==> src/rtl/uart_bridge_pkg.sv <==
// -----------------------------------------------------------------------------
// uart_bridge_pkg
// Shared types and constants for the UART echo bridge:
//   bridge_state_e : command-decoder state (PASS = echo data, CMD = after ESC)
//   CMD_*          : command codes recognised after an escape byte
//   sat_inc16      : saturating 16-bit increment used by the statistics counters
// -----------------------------------------------------------------------------
package uart_bridge_pkg;

  typedef enum logic [0:0] {
    PASS = 1'b0,
    CMD  = 1'b1
  } bridge_state_e;

  localparam logic [7:0] CMD_CORE_OFF = 8'h00;
  localparam logic [7:0] CMD_CORE_ON  = 8'h01;
  localparam logic [7:0] CMD_CLR_OVF  = 8'h02;

  // Increment that sticks at all-ones instead of wrapping to zero.
  function automatic logic [15:0] sat_inc16(input logic [15:0] v);
    logic [15:0] r;
    if (v == 16'hFFFF) begin
      r = v;
    end else begin
      r = v + 16'd1;
    end
    return r;
  endfunction

endpackage

==> src/rtl/uart_sync_fifo.sv <==
// -----------------------------------------------------------------------------
// uart_sync_fifo
// Single-clock show-ahead FIFO: the head word is visible on head_data whenever
// the FIFO is non-empty, and pop advances to the next word on the clock edge.
// A push on a full FIFO is accepted only if a pop happens in the same cycle;
// otherwise the word is dropped and 'drop' is raised for that cycle.
// Ports:
//   clk, rst_n        clock, asynchronous active-low reset
//   push, push_data   write request and data
//   pop               read request (ignored while empty)
//   head_data         current head word, zero while empty
//   full, empty       occupancy flags
//   level             occupancy 0..DEPTH
//   drop              push refused this cycle (full and no pop)
// -----------------------------------------------------------------------------
module uart_sync_fifo #(
  parameter int DW    = 8,
  parameter int DEPTH = 16
) (
  input  logic                       clk,
  input  logic                       rst_n,
  input  logic                       push,
  input  logic [DW-1:0]              push_data,
  input  logic                       pop,
  output logic [DW-1:0]              head_data,
  output logic                       full,
  output logic                       empty,
  output logic [$clog2(DEPTH):0]     level,
  output logic                       drop
);

  localparam int AW = $clog2(DEPTH);
  localparam int LW = AW + 1;

  logic [DW-1:0] mem_q [DEPTH];
  logic [AW-1:0] wr_ptr_q, wr_ptr_d;
  logic [AW-1:0] rd_ptr_q, rd_ptr_d;
  logic [LW-1:0] level_q,  level_d;
  logic          full_s, empty_s, do_push_s, do_pop_s;

  assign full_s    = (level_q == LW'(DEPTH));
  assign empty_s   = (level_q == '0);
  assign do_pop_s  = pop && !empty_s;
  // A full FIFO can still take a word when the head leaves on the same edge.
  assign do_push_s = push && (!full_s || do_pop_s);

  // Next-state for pointers and the occupancy counter.
  always_comb begin
    wr_ptr_d = wr_ptr_q;
    rd_ptr_d = rd_ptr_q;
    level_d  = level_q;
    if (do_push_s) begin
      wr_ptr_d = wr_ptr_q + AW'(1);
    end else begin
      wr_ptr_d = wr_ptr_q;
    end
    if (do_pop_s) begin
      rd_ptr_d = rd_ptr_q + AW'(1);
    end else begin
      rd_ptr_d = rd_ptr_q;
    end
    case ({do_push_s, do_pop_s})
      2'b10:   level_d = level_q + LW'(1);
      2'b01:   level_d = level_q - LW'(1);
      default: level_d = level_q;
    endcase
  end

  // Pointer and level registers.
  always_ff @(posedge clk or negedge rst_n) begin
    if (!rst_n) begin
      wr_ptr_q <= '0;
      rd_ptr_q <= '0;
      level_q  <= '0;
    end else begin
      wr_ptr_q <= wr_ptr_d;
      rd_ptr_q <= rd_ptr_d;
      level_q  <= level_d;
    end
  end

  // Storage array; contents are don't-care until written, so no reset.
  always_ff @(posedge clk) begin
    if (do_push_s) begin
      mem_q[wr_ptr_q] <= push_data;
    end
  end

  // Head word is forced to zero while empty so stale data never shows.
  always_comb begin
    if (empty_s) begin
      head_data = '0;
    end else begin
      head_data = mem_q[rd_ptr_q];
    end
  end

  assign full  = full_s;
  assign empty = empty_s;
  assign level = level_q;
  assign drop  = push && full_s && !do_pop_s;

endmodule

==> src/rtl/uart_echo_bridge.sv <==
// -----------------------------------------------------------------------------
// uart_echo_bridge
// RX->TX echo path with an escape-coded command channel. Received words are
// queued in a show-ahead FIFO and offered to TX. An ESC_BYTE opens a command:
//   ESC ESC -> literal ESC echoed     ESC 01 -> core_en = 1
//   ESC 00  -> core_en = 0            ESC 02 -> clear overflow (and drop_cnt)
//   ESC <other> -> ignored
// Optional feature macro: UART_ECHO_STATS_EN adds rx_cnt/tx_cnt/drop_cnt.
// Ports:
//   clk, rst_n            clock, asynchronous active-low reset
//   rx_data, rx_valid     received word and its one-cycle strobe
//   tx_data, tx_valid     FIFO head and non-empty flag
//   tx_ready              TX accepts the head when tx_valid && tx_ready
//   core_en               sticky enable set/cleared by commands
//   overflow              sticky: a word was dropped on a full FIFO
//   fifo_level            current FIFO occupancy
//   last_tx               last word handed to TX
//   rx_cnt/tx_cnt/drop_cnt  saturating statistics (macro builds only)
// -----------------------------------------------------------------------------
module uart_echo_bridge
  import uart_bridge_pkg::*;
#(
  parameter int         DW       = 8,
  parameter int         DEPTH    = 16,
  parameter logic [7:0] ESC_BYTE = 8'hFF
) (
  input  logic                   clk,
  input  logic                   rst_n,
  input  logic [DW-1:0]          rx_data,
  input  logic                   rx_valid,
  output logic [DW-1:0]          tx_data,
  output logic                   tx_valid,
  input  logic                   tx_ready,
  output logic                   core_en,
  output logic                   overflow,
  output logic [$clog2(DEPTH):0] fifo_level,
`ifdef UART_ECHO_STATS_EN
  output logic [15:0]            rx_cnt,
  output logic [15:0]            tx_cnt,
  output logic [15:0]            drop_cnt,
`endif
  output logic [DW-1:0]          last_tx
);

  localparam logic [DW-1:0] ESC_W = DW'(ESC_BYTE);

  bridge_state_e  state_q, state_d;
  logic           core_en_q, core_en_d;
  logic           overflow_q, overflow_d;
  logic [DW-1:0]  last_tx_q, last_tx_d;
  logic           push_s, pop_s, clr_drop_s;
  logic [DW-1:0]  push_data_s;
  logic [DW-1:0]  head_s;
  logic           full_s, empty_s, drop_s;
  logic [$clog2(DEPTH):0] level_s;

  uart_sync_fifo #(
    .DW    (DW),
    .DEPTH (DEPTH)
  ) u_fifo (
    .clk       (clk),
    .rst_n     (rst_n),
    .push      (push_s),
    .push_data (push_data_s),
    .pop       (pop_s),
    .head_data (head_s),
    .full      (full_s),
    .empty     (empty_s),
    .level     (level_s),
    .drop      (drop_s)
  );

  assign pop_s = !empty_s && tx_ready;

  // Command decoder, FIFO write request and flag next-state.
  always_comb begin
    state_d     = state_q;
    core_en_d   = core_en_q;
    overflow_d  = overflow_q;
    push_s      = 1'b0;
    push_data_s = '0;
    clr_drop_s  = 1'b0;
    if (rx_valid) begin
      case (state_q)
        PASS: begin
          if (rx_data == ESC_W) begin
            state_d = CMD;
          end else begin
            push_s      = 1'b1;
            push_data_s = rx_data;
          end
        end
        CMD: begin
          // Every command byte, recognised or not, closes the escape.
          state_d = PASS;
          case (rx_data[7:0])
            ESC_BYTE: begin
              push_s      = 1'b1;
              push_data_s = ESC_W;
            end
            CMD_CORE_ON:  core_en_d = 1'b1;
            CMD_CORE_OFF: core_en_d = 1'b0;
            CMD_CLR_OVF: begin
              overflow_d = 1'b0;
              clr_drop_s = 1'b1;
            end
            default: state_d = PASS;
          endcase
        end
        default: state_d = PASS;
      endcase
    end else begin
      state_d = state_q;
    end
    // A drop only arises from a push, so it never coincides with a clear.
    if (drop_s) begin
      overflow_d = 1'b1;
    end else begin
      overflow_d = overflow_d;
    end
    if (pop_s) begin
      last_tx_d = head_s;
    end else begin
      last_tx_d = last_tx_q;
    end
  end

  // FSM state and registered flag outputs.
  always_ff @(posedge clk or negedge rst_n) begin
    if (!rst_n) begin
      state_q    <= PASS;
      core_en_q  <= 1'b0;
      overflow_q <= 1'b0;
      last_tx_q  <= '0;
    end else begin
      state_q    <= state_d;
      core_en_q  <= core_en_d;
      overflow_q <= overflow_d;
      last_tx_q  <= last_tx_d;
    end
  end

  assign tx_data    = head_s;
  assign tx_valid   = !empty_s;
  assign core_en    = core_en_q;
  assign overflow   = overflow_q;
  assign fifo_level = level_s;
  assign last_tx    = last_tx_q;

`ifdef UART_ECHO_STATS_EN
  logic [15:0] rx_cnt_q, rx_cnt_d;
  logic [15:0] tx_cnt_q, tx_cnt_d;
  logic [15:0] drop_cnt_q, drop_cnt_d;

  // Saturating statistics counters next-state.
  always_comb begin
    rx_cnt_d   = rx_cnt_q;
    tx_cnt_d   = tx_cnt_q;
    drop_cnt_d = drop_cnt_q;
    if (rx_valid) begin
      rx_cnt_d = sat_inc16(rx_cnt_q);
    end else begin
      rx_cnt_d = rx_cnt_q;
    end
    if (pop_s) begin
      tx_cnt_d = sat_inc16(tx_cnt_q);
    end else begin
      tx_cnt_d = tx_cnt_q;
    end
    if (clr_drop_s) begin
      drop_cnt_d = 16'd0;
    end else if (drop_s) begin
      drop_cnt_d = sat_inc16(drop_cnt_q);
    end else begin
      drop_cnt_d = drop_cnt_q;
    end
  end

  // Statistics counter registers.
  always_ff @(posedge clk or negedge rst_n) begin
    if (!rst_n) begin
      rx_cnt_q   <= 16'd0;
      tx_cnt_q   <= 16'd0;
      drop_cnt_q <= 16'd0;
    end else begin
      rx_cnt_q   <= rx_cnt_d;
      tx_cnt_q   <= tx_cnt_d;
      drop_cnt_q <= drop_cnt_d;
    end
  end

  assign rx_cnt   = rx_cnt_q;
  assign tx_cnt   = tx_cnt_q;
  assign drop_cnt = drop_cnt_q;
`endif

endmodule

==> config.mk <==
export PLATFORM = sky130hd
export DESIGN_NAME = uart_echo_bridge
export DESIGN_NICKNAME = d
export VERILOG_FILES = /design/src/rtl/uart_bridge_pkg.sv /design/src/rtl/uart_sync_fifo.sv /design/src/rtl/uart_echo_bridge.sv
export SDC_FILE = /design/constraint.sdc
export NUM_CORES = 1
export LEC_CHECK = 0
export BUFFER_PORTS_ARGS = -buffer_cell sky130_fd_sc_hd__buf_2
export CORE_ASPECT_RATIO = 1.75
export CORE_UTILIZATION = 35
export CTS_BUF_LIST = sky130_fd_sc_hd__clkbuf_2 sky130_fd_sc_hd__clkbuf_4 sky130_fd_sc_hd__clkbuf_8
export CTS_CLUSTER_SIZE = 30
export DETAILED_ROUTE_END_ITERATION = 10
export GPL_TIMING_DRIVEN = 0
export MAX_ROUTING_LAYER = met4
export PLACE_DENSITY = 0.48
export SKIP_CTS_REPAIR_TIMING = 1
export SYNTH_ARGS = -nofsm -noshare
export SYNTH_HDL_FRONTEND = slang
export SYNTH_SLANG_ARGS = --single-unit
export TNS_END_PERCENT = 20
==> constraint.sdc <==
create_clock -name clk -period 4.26 [get_ports clk]
set_input_delay 0.213 -clock clk [delete_from_list [all_inputs] [get_ports clk]]
set_output_delay 0.213 -clock clk [all_outputs]
set_load 0.05 [all_outputs]
After elaboration in Yosys (flattened, before gate mapping)
Memories as Yosys holds them, arrays and structs flattened.
Index checks and enable logic that the tools add are counted.

cells by class
  $add $sub $neg = 4
  $mul = 0
  div/mod/pow operators = 0
  magnitude comparators = 0
  eq/ne operators = 6
  shift operators = 0
  muxes and demuxes = 18
  bitwise operators = 1
  reduce and logical (&&, ||, !) cells = 18

operators with widths
  cell                 count
  $mux 8               4
  $pmux 8 s2           1
  $pmux 5 s2           1
  $reduce_bool 2->1    5
  $mux 1               9
  $add 4x1->4 const B  2
  $eq 8x1->1 const B   1
  $eq 8x2->1 const B   1
  $eq 8x8->1 const B   1
  $logic_not 8->1      1
  $pmux 1 s2           3
  $reduce_and 3->1     2
  $add 5x1->5 const B  1
  $eq 5x5->1 const B   1
  $logic_and 1x1->1    5
  $logic_not 5->1      1
  $sub 5x1->5 const B  1
  $logic_not 1->1      3
  $eq 2x1->1 const B   1
  $eq 2x2->1 const B   1
  $logic_or 1x1->1     1
  $not 1->1            1

word-level totals
  register bits after elaboration = 24
  latch bits = 0
  memory bits (writable) = 128
  ROM bits = 0
  input port bits = 12
  output and inout port bits = 24
  logic and storage cells = 55
  memories kept = 1

memories
  name          depth  bits a word  rd ports  clocked after memory_dff  write ports  RTL line              text
  u_fifo.mem_q  16     8            1         0                         1            uart_sync_fifo.sv:35  logic [DW-1:0] mem_q [DEPTH];

Depth between registers and ports, before layout
  word-level depth = 8
  mapped depth = 14
  depth with buffers taken out = 13

By module
From an unflattened synthesis, not the netlist that was laid out.

unflattened totals
  cells, all modules = 369
  area, all modules = 6537.5 µm²

by module, submodules not included
  module            times used  cells an instance  area an instance (µm²)  sequential area each (µm²)
  uart_sync_fifo    1           313                5873.1                  4169.0
  uart_echo_bridge  1           56                 664.4                   275.3

Worst setup path before layout
Ideal clock, no wire load.

  kind = register to register
  start point = register u_fifo.level_q[1] (netlist: u_fifo.level[1])
  end point = register u_fifo.level_q[4] (netlist: u_fifo.level[4])
  arrival = 2.988 ns
  data required time = 4.137 ns
  slack = 1.149 ns
  stages on the path, launching flop included = 13
  path buffers = 2
  period minus slack after synthesis = 3.111 ns
  path through = dfrtp_1 -> buf_6 -> or4_4 -> o21ai_4 -> inv_2 -> ha_1 -> clkbuf_1 -> xor2_1 -> ha_1 -> o211a_1 -> o31ai_1 -> a31oi_1 -> xnor2_1

between the ends
  cells in the longest elaborated chain, start to end = 8

ends and longest elaborated chain
  what                                                    RTL line                text
  start, declared                                         uart_sync_fifo.sv:38    logic [LW-1:0] level_q, level_d;
  start signal, assigned                                  uart_sync_fifo.sv:78    level_q <= level_d;
  $logic_not 5->1 *                                       uart_sync_fifo.sv:42    assign empty_s = (level_q == '0);
  $logic_not 1->1 *                                       uart_echo_bridge.sv:73  assign pop_s = !empty_s && tx_ready;
  $logic_and 1x1->1 *                                     uart_echo_bridge.sv:73
  via pop_s                                               uart_echo_bridge.sv:51  logic push_s, pop_s, clr_drop_s;
  $logic_and 1x1->1 *                                     uart_sync_fifo.sv:43    assign do_pop_s = pop && !empty_s;
  $logic_or 1x1->1                                        uart_sync_fifo.sv:45    assign do_push_s = push && (!full_s || do_pop_s);
  $logic_and 1x1->1                                       uart_sync_fifo.sv:45
  $eq 2x1->1 / $eq 2x2->1 (equally long branches)         uart_sync_fifo.sv:62    case ({do_push_s, do_pop_s})
  $pmux 5 s2 / $reduce_bool 2->1 (equally long branches)  n/a

Mark *: on every way through the listed nets, which the timed path passes. The rest lies on a longest branch.
A chain may end at the register's enable or synchronous reset.

Worst setup path in the final report
Same ends and word-level chain as after synthesis.

==> flow_metrics.py <==
metrics = {
    "outcome": {
        "status": "complete, no violations",
    },
    "sta": {
        "max_slew_margin_pct": 17.4,
        "worst_pin_slew_ns": 1.23,
        "fmax_mhz": 303,
        "tns_ns": 0,
        "rsz0062_at_grt": "false",
        "min_period_ns": 3.30,
        "setup_viol": 0,
        "drv_slew": 0,
        "skew_ns": 0.0150,
        "final_hold_viol_count": 0,
        "fin_crit_sh_pct": 77.4,
    },
    "place": {
        "gp_congestion": 0.829,
        "io_buffers": 35,
        "dpl.hpwl_um": 10100,
    },
    "synth": {
        "syn_avg_cell_area_um2": 16.3,
        "synth_xor_xnor_area_share_pct": 1.51,
        "synth-compound-area-share_pct": 7.14,
        "syn_nets": 413,
        "ys.flop_type": "edfxtp_1",
        "yosys.area.top_type": "edfxtp_1",
        "synth_area_um2": 6380,
        "synth-simple-area-share_pct": 5.81,
        "async_flop_share_pct": 15.8,
        "synth_commonest_cells": "128 x edfxtp_1, 29 x nand2_1, 25 x nor2_1, 24 x dfrtp_1, 24 x mux4_2",
        "synth.most_common_cell": "edfxtp_1",
        "synth_fa_ha_area_share_pct": 1.96,
        "ys_seq_area_share_pct": 69.7,
        "synthCells": 391,
        "synth.area.top_cells": "edfxtp_1 60%, dfrtp_1 9.4%, mux4_2 8.5%",
        "synth_cell_types": 45,
        "ys_ff_latch": 152,
        "synthMuxAreaShare_pct": 11.3,
        "synth-edff-count": 128,
        "yosysTopAreaCellShare_pct": 60.3,
        "synth_top_family_by_area": "multiplexers",
        "yosysWarnings": 0,
    },
    "drt": {
        "firstDrtPassIters": 4,
        "drt_iter0_drc": 132,
        "route.detailed.drc": 0,
        "via_per_inst": 4.94,
        "wire_per_inst_um": 19.8,
        "num_vias": 3470,
        "wl_um": 13900,
        "drtAntennaViolNets": 0,
    },
    "worst_setup_path": {
        "cp_max_fo": 10,
        "endpoint": "u_fifo.level[4]",
        "reg2regPathDepth": 12,
        "worstSetupStartpointType": "register",
        "cp.required_ns": 4.59,
        "r2r_start": "u_fifo.level[1]",
        "crit_start": "u_fifo.level[1]",
        "crit_path_end_kind": "register",
        "worstPathArrival_ns": 3.62,
        "r2r_end": "u_fifo.level[4]",
        "r2r_setup_slack_ns": 0.96,
        "path_class": "register to register",
    },
    "power_and_ir_drop": {
        "p_sw_uw": 2110,
        "switching_share_pct": 39.1,
        "combPwrFrac_pct": 40.4,
        "vdd.ir_drop.worst_mv": 0.447,
        "power.density_nw_per_um2": 729,
        "p_seq_share_pct": 36.3,
        "power.static_leakage_uw": 0.00267,
        "pwr-share-clk_pct": 23.3,
        "p_int_uw": 3290,
        "power.total_uw": 5400,
    },
    "clocking": {
        "cts.sinks": 152,
        "clockRootBuffer": "clkbuf_8",
        "clk_pin_slew_ns": 0.08,
        "tritoncts": "built",
        "cts-buffers-inserted": 17,
        "htreeDepth": 4,
        "clk_path_buf_depth": 2,
        "clock_latency_ns": 0.45,
    },
    "layout": {
        "fin_nets": 477,
        "antenna_cells": 0,
        "area_growth_pct": 16.1,
        "drive_above_1_share_pct": 26.1,
        "fin_util_pct": 41.2,
    },
    "global_routing": {
        "grt.overflow.total": 0,
        "grt_pass1_vias": 3692,
        "track_usage_pct": 16.5,
        "grt_max_degree": 25,
        "antenna_found_initial": 0,
        "grt_pass1_wl_um": 21700,
    },
    "floorplanning": {
        "die_area_um2": 18800,
        "fp-row-count": 65,
        "coreArea_um2": 18000,
        "die_h_um": 181,
        "pin_count": 36,
        "chipWidth_um": 104,
        "initial_core_util_pct": 35.5,
    },
    "worst_hold_path": {
        "hold_depth": 2,
        "hold_class": "primary input to register",
    },
    "job": {
        "cap_viol_max_count": 0,
    },
}
[power groups by stage]
stage	clock network (µW)	registers, µW	logic, µW
final	1260	1960	2180
after global routing	1340	1990	2340
after CTS	1290	1960	2220
after detailed placement	0	2000	2210
after global placement	0	1990	2180
after floorplan	0	2200	1400
[cell usage in the layout (no fill, tap or decap), types with 2 or more instances in the layout]
cell type / netlist / layout
nor2_1: 25 / 25
a21oi_1: 18 / 18
ha_1: 10 / 10
clkbuf_1: 6 / 6
nor2b_1: 3 / 3
nor3_1: 4 / 4
nand2_1: 29 / 29
buf_6: 4 / 9
nor4b_1: 2 / 2
buf_2: 5 / 41
inv_1: 8 / 8
edfxtp_1: 128 / 128
bufinv_16: 0 / 5
mux2i_1: 16 / 16
and2_1: 3 / 3
inv_6: 0 / 2
a22o_1: 8 / 8
xor2_1: 3 / 3
mux2_2: 2 / 2
clkinv_4: 0 / 4
o21ai_0: 13 / 13
clkinvlp_4: 0 / 2
buf_1: 4 / 4
xnor2_1: 8 / 8
nand4_1: 3 / 3
a2bb2oi_1: 8 / 8
buf_4: 3 / 6
dfrtp_1: 24 / 24
nand2b_1: 4 / 4
a21boi_1: 0 / 8
mux4_2: 24 / 24
clkbuf_8: 0 / 17
[cell type report]
cell class | instances | area [µm²]
Fill cell | 1600 | 10600
Sequential cell | 152 | 4440
Multi-Input combinational cell | 208 | 1770
Tap cell | 234 | 293
Timing Repair Buffer | 45 | 269
Clock buffer | 18 | 241
Clock inverter | 14 | 223
Buffer | 22 | 130
Inverter | 9 | 33.8
[per-layer routing]
layer  wire (µm)  vias up  global-route usage, %
li1            -     1630                      -
met1        5340     1753                   17.5
met2        7680       64                   29.0
met3         334       23                   3.04
met4         520        0                   8.57
met5           0        -                      -
[worst min-delay path by stage]
stage | endpoint | from | slack (ns)
4_1_cts | state_q | rst_n | -0.23
3_3_place_gp | u_fifo.level[0] | rst_n | 0.27
2_1_floorplan | core_en | rst_n | -0.08
5_1_grt | overflow | tx_ready | 0.01
6_report | overflow | tx_ready | 0.02
3_5_place_dp | u_fifo.level[0] | rst_n | 0.28
[state kept, by name (all words and copies together), names as in the netlist]
name / count
u_fifo.mem_q: 128
last_tx: 8
u_fifo.level: 5
u_fifo.rd_ptr_q: 4
u_fifo.wr_ptr_q: 4
core_en: 1
overflow: 1
state_q: 1
[worst max-delay path, cell delays in order (launching register included)]
cell      delay (ns)
dfrtp_1         0.40
buf_6           0.14
or4_4           0.57
o21ai_4         0.32
inv_2           0.15
ha_1            0.25
clkbuf_1        0.21
xor2_1          0.19
ha_1            0.23
o211a_1         0.22
o31ai_1         0.22
a31oi_1         0.10
xnor2_1         0.16
[cell families after synthesis]
family / after synthesis
AOI/OAI and AO/OA: 66
DFF: 152
xor gates and xnor gates: 11
muxes: 42
buffers and inverters: 31
adders and majority gates: 10
and+or+nand+nor: 79
[through the flow]
stage               area (µm²)  std cells  hold slack (ns)  worst slack (ns)
global route              7400        702           0.0117             0.807
finish                    7400        702           0.0200             0.965
global placement          6850        660            0.269              1.10
CTS                       7390        700           -0.229             0.979
detailed placement        6930        668            0.282              1.01
floorplan                 6380        391          -0.0826              1.15
No activity file was read; power rests on OpenSTA's default activity.
